`src/rtl/clint_rtc_gen.sv`:
```
// NCO-based real-time-clock reference for the CLINT rtc_i input.
// Rate changes are staged and only applied at a period boundary, or immediately while disabled.
module clint_rtc_gen #(
    parameter int unsigned AccWidth      = 32,
    parameter int unsigned MinHalfPeriod = 2
) (
    input  logic                clk_i,
    input  logic                rst_i,
    input  logic                en_i,
    input  logic                cfg_valid_i,
    output logic                cfg_ready_o,
    input  logic [AccWidth-1:0] cfg_inc_i,
    output logic                cfg_err_o,
    output logic                rtc_o,
    output logic                tick_o,
    output logic [31:0]         tick_cnt_o
);

    localparam int unsigned HalfShift = $clog2(MinHalfPeriod);
    // Largest increment that keeps every half period at least MinHalfPeriod cycles.
    localparam logic [AccWidth-1:0] IncMax = {1'b1, {(AccWidth-1){1'b0}}} >> HalfShift;

    function automatic logic [AccWidth-1:0] clamp_inc(input logic [AccWidth-1:0] inc);
        if (inc > IncMax) begin
            clamp_inc = IncMax;
        end else begin
            clamp_inc = inc;
        end
    endfunction

    logic [AccWidth-1:0] acc_q, acc_d;
    logic [AccWidth-1:0] inc_q, inc_d;
    logic [AccWidth-1:0] pend_q, pend_d;
    logic                pend_valid_q, pend_valid_d;
    logic                ready_q, ready_d;
    logic                err_q, err_d;
    logic                tick_q, tick_d;
    logic [31:0]         tick_cnt_q, tick_cnt_d;

    logic [AccWidth:0]   sum_s;
    logic                carry_s;
    logic                accept_s;

    // Next-state: phase accumulation, staged increment hand-over and config handshake.
    always_comb begin
        sum_s        = {1'b0, acc_q} + {1'b0, inc_q};
        carry_s      = sum_s[AccWidth];
        accept_s     = cfg_valid_i && ready_q;
        acc_d        = acc_q;
        inc_d        = inc_q;
        pend_d       = pend_q;
        pend_valid_d = pend_valid_q;
        err_d        = err_q;
        tick_d       = 1'b0;

        if (en_i) begin
            acc_d  = sum_s[AccWidth-1:0];
            tick_d = !acc_q[AccWidth-1] && sum_s[AccWidth-1];
            if (carry_s && pend_valid_q) begin
                inc_d        = pend_q;
                pend_valid_d = 1'b0;
            end else begin
                inc_d        = inc_q;
                pend_valid_d = pend_valid_q;
            end
        end else begin
            acc_d  = {AccWidth{1'b0}};
            tick_d = 1'b0;
            if (pend_valid_q) begin
                inc_d        = pend_q;
                pend_valid_d = 1'b0;
            end else begin
                inc_d        = inc_q;
                pend_valid_d = pend_valid_q;
            end
        end

        // Ready is low whenever a value is pending, so acceptance never collides with an apply.
        if (accept_s) begin
            pend_d       = clamp_inc(cfg_inc_i);
            pend_valid_d = 1'b1;
            err_d        = err_q || (cfg_inc_i > IncMax);
        end else begin
            pend_d = pend_q;
            err_d  = err_q;
        end

        ready_d = !pend_valid_d;

        if (tick_d) begin
            tick_cnt_d = tick_cnt_q + 32'd1;
        end else begin
            tick_cnt_d = tick_cnt_q;
        end
    end

    // State registers with synchronous reset.
    always_ff @(posedge clk_i) begin
        if (rst_i) begin
            acc_q        <= {AccWidth{1'b0}};
            inc_q        <= {AccWidth{1'b0}};
            pend_q       <= {AccWidth{1'b0}};
            pend_valid_q <= 1'b0;
            ready_q      <= 1'b1;
            err_q        <= 1'b0;
            tick_q       <= 1'b0;
            tick_cnt_q   <= 32'd0;
        end else begin
            acc_q        <= acc_d;
            inc_q        <= inc_d;
            pend_q       <= pend_d;
            pend_valid_q <= pend_valid_d;
            ready_q      <= ready_d;
            err_q        <= err_d;
            tick_q       <= tick_d;
            tick_cnt_q   <= tick_cnt_d;
        end
    end

    assign rtc_o       = acc_q[AccWidth-1];
    assign tick_o      = tick_q;
    assign tick_cnt_o  = tick_cnt_q;
    assign cfg_ready_o = ready_q;
    assign cfg_err_o   = err_q;

endmodule

```
`config.mk`:
```
export PLATFORM = sky130hd
export DESIGN_NAME = clint_rtc_gen
export DESIGN_NICKNAME = d
export VERILOG_FILES = /design/src/rtl/clint_rtc_gen.sv
export SDC_FILE = /design/constraint.sdc
export NUM_CORES = 1
export LEC_CHECK = 0
export ABC_AREA = 0
export ABC_CLOCK_PERIOD_IN_PS = 8410
export CAP_MARGIN = 20
export CORE_ASPECT_RATIO = 0.6
export CORE_MARGIN = 10
export CORE_UTILIZATION = 55
export DETAILED_ROUTE_END_ITERATION = 8
export GPL_ROUTABILITY_DRIVEN = 0
export PLACE_DENSITY = 0.84
export SKIP_CTS_REPAIR_TIMING = 1
export SLEW_MARGIN = 20
export SYNTH_ARGS = -nofsm -noshare
export SYNTH_HDL_FRONTEND = slang
export SYNTH_SLANG_ARGS = --single-unit
```
`constraint.sdc`:
```
create_clock -name clk_i -period 8.41 [get_ports clk_i]
set_input_delay 0.841 -clock clk_i [delete_from_list [all_inputs] [get_ports clk_i]]
set_output_delay 0.841 -clock clk_i [all_outputs]
set_load 0.05 [all_outputs]
```
==> results.cfg <==
[power_and_ir_drop]
ir_drop_v = 0.0001345
leakage_nw = 3.224
powerDensity_mw_per_mm2 = 175.8

[detailed_routing]
routed-via-count = 6343
vias_per_cell = 5.967
wl_mm = 18.30
dr.pass1.iters = 5
drtIter0Drc = 579
drc = 0
routedWlPerCell_um = 17.22
ant_nets = 0

[cells_and_area]
fillers = 967
final_util_pct = 67.49
antenna_cells = 0
nets = 956
syn2layout_area_growth_pct = 19.23
drive_above_1_share_pct = 5.679

[timing]
period_needed_ns = 3.340
worst_pin_slew_ns = 1.010
skew_ns = 0.007836
report.final.hold_viol_count = 0
slew_headroom_pct = 32.47
setup_viol = 0
maxSlewViolCount = 0
fin_setup_tns_ns = 0
fin_crit_sh_pct = 39.71
fmax_ghz = 0.2994
rsz0062_at_grt = false
whs_ns = 0.4545

[clock_network]
clk_latency_ns = 0.41
clock_sinks = 132
clk_pin_slew_ns = 0.06
cts_max_path_buffers = 2
numCtsBuffers = 17
cts_tree = done
cts_root_buf = clkbuf_16
htree_levels = 4

[logic_synthesis]
syn_inst = 835
synthXorXnorAreaFrac_pct = 2.685
ys.flop_type = dfxtp_1
syn-num-nets = 905
synthMuxAreaShare_pct = 6.119
synth_compound_area_share_pct = 17.24
synthAdderAreaFrac_pct = 6.320
synth_top_family_by_area = simple AND/OR/NAND/NOR gates
ys_seq_area_share_pct = 38.58
synth_area_mm2 = 0.006850
ys_seq_elements = 132
synth_edf_count = 0
ys_warn_count = 0
yosysUniqueCellTypes = 63
async_reset_ff_share_pct = 0
synthSimpleGateAreaFrac_pct = 25.10
avgSynthCellArea_um2 = 8.204

[min_path]
hold_path.class = reg -> reg
hold_path_end = pend_q[20]
hold_path_startpoint = pend_q[20]
min_path_cells = 2

[placed_design]
dpl.hpwl_mm = 12.96
numPortBuffers = 71

[worst_setup_path]
reg2reg_slack_ns = 5.07
r2r_cells = 9
critPathBufInv = 0
slowest_stage = o31ai_1
max_stage_delay_ns = 0.55
cp-end-kind = flip-flop
crit_required_ns = 8.76
worstSetupStartpointType = flip-flop
worstPathArrival_ns = 3.69
crit_family = compound AO/OA/AOI/OAI gates
critPathMaxFanout = 13
path_cells = ha_1, nand2_1, o31ai_1, o21ai_1, a311oi_2, or3_4, nand4_1, or3_1, a21oi_1
path_class = reg -> reg
worstReg2RegStart = inc_q[3]
worstReg2RegEnd = tick_cnt_o[26]

[global_route]
grt_max_degree = 83
antenna_found_initial = 0
grt_use_total_pct = 20.64
first_global_vias = 5696
grt_first_pass_wirelength_mm = 29.71
overflow = 0

[status]
status = completed

[floorplan]
io_pins = 72
start_util_pct = 56.61
core_area_mm2 = 0.01210
num_rows = 31
die-area_mm2 = 0.01747
die_width_um = 164.1
die_height_um = 106.4

[run]
drv_cap = 0
==> where the power goes <==
| part | switching [mW] | internal (mW) | total (mW) |
|---|---|---|---|
| clock | 0.295 | 0.410 | 0.705 |
| sequential | 0.00799 | 0.637 | 0.645 |
| combinational | 0.0524 | 0.0341 | 0.0865 |
==> cells by family (layout without fill, tap and decap cells) <==
logic type                 count (synthesis)  after routing
adders and majority gates                 34             34
xor gates and xnor gates                  21             21
DFF                                      132            132
buffers and inverters                     63            126
muxes                                     41             41
and+or+nand+nor                          362            362
AOI/OAI and AO/OA                        182            182
==> final cells by class <==
class                           count  area, um^2  area share [%]
Sequential cell                   132        2643           32.35
Multi-Input combinational cell    640        3941           48.25
Inverter                           18       67.56          0.8272
Timing Repair Buffer               77       755.7           9.252
Clock inverter                     13       125.1           1.532
Tap cell                          165       206.4           2.528
Clock buffer                       18       429.2           5.254
==> synth_stat cells, types with 15 or more instances <==
cell type | n | share of area [%]
nor2_1 | 47 | 2.6
dfxtp_1 | 132 | 39
clkbuf_1 | 35 | 1.9
and3_1 | 15 | 1.4
nand2_1 | 175 | 9.6
o21ai_0 | 18 | 1.3
ha_1 | 33 | 6.0
a21o_1 | 22 | 2.4
mux2i_1 | 37 | 5.4
inv_1 | 18 | 0.99
a21oi_1 | 72 | 5.3
nand3_1 | 26 | 1.9
==> per-layer routing <==
layer  global-route usage, %  vias to the layer above  part of all wire [%]
met5                       0                        -                     0
met4                   4.257                        0                  0.69
met3                   6.934                       14                   9.2
met2                   27.12                      282                    40
met1                   31.22                     2963                    50
li1                        -                     3084                     -
==> worst max-delay path by stage <==
stage	cells after the start	slack, ns	start	end
after floorplan	11	5.53	acc_q[22]	tick_cnt_o[17]
after global placement	5	4.88	cfg_valid_i	pend_q[25]
after detailed placement	5	4.81	cfg_valid_i	pend_q[1]
after CTS	9	5.11	inc_q[4]	tick_cnt_o[24]
after global routing	9	4.80	inc_q[14]	tick_cnt_o[24]
final	9	5.07	inc_q[3]	tick_cnt_o[26]
==> through the flow <==
stage,power [mW],worst slack [ns],area (um^2),instances
finish,1.436,5.070,8168,1063
global route,1.477,4.803,8168,1063
CTS,1.437,5.112,8167,1063
detailed placement,0.7432,4.807,7612,1032
global placement,0.7416,4.882,7612,1032
floorplan,0.7081,5.533,6850,835
==> worst reg2reg max path, cell delays in order (launching register included) <==
cell and delay (ns):
dfxtp_1 0.33, ha_1 0.33, nand2_1 0.10, o31ai_1 0.55, o21ai_1 0.23, a311oi_2 0.44
or3_4 0.23, nand4_1 0.40, or3_1 0.51, a21oi_1 0.14
==> registers in the layout, summed over array words and instances, names as in the netlist <==
name	flops
acc_q	32
inc_q	32
pend_q	32
tick_cnt_o	32
cfg_err_o	1
cfg_ready_o	1
pend_valid_q	1
tick_o	1
==> cells in the final DEF, fill, tap and decap left out, drive strengths merged, types with 15 or more instances in the layout <==
cell           instances
o21ai                 20
nor2                  47
a21oi                 72
clkdlybuf4s50         71
clkbuf                18
a21o                  22
mux2i                 37
nand2                175
inv                   23
ha                    33
nand3                 26
and3                  15
dfxtp                132
No activity file was read; power rests on OpenSTA's default activity.
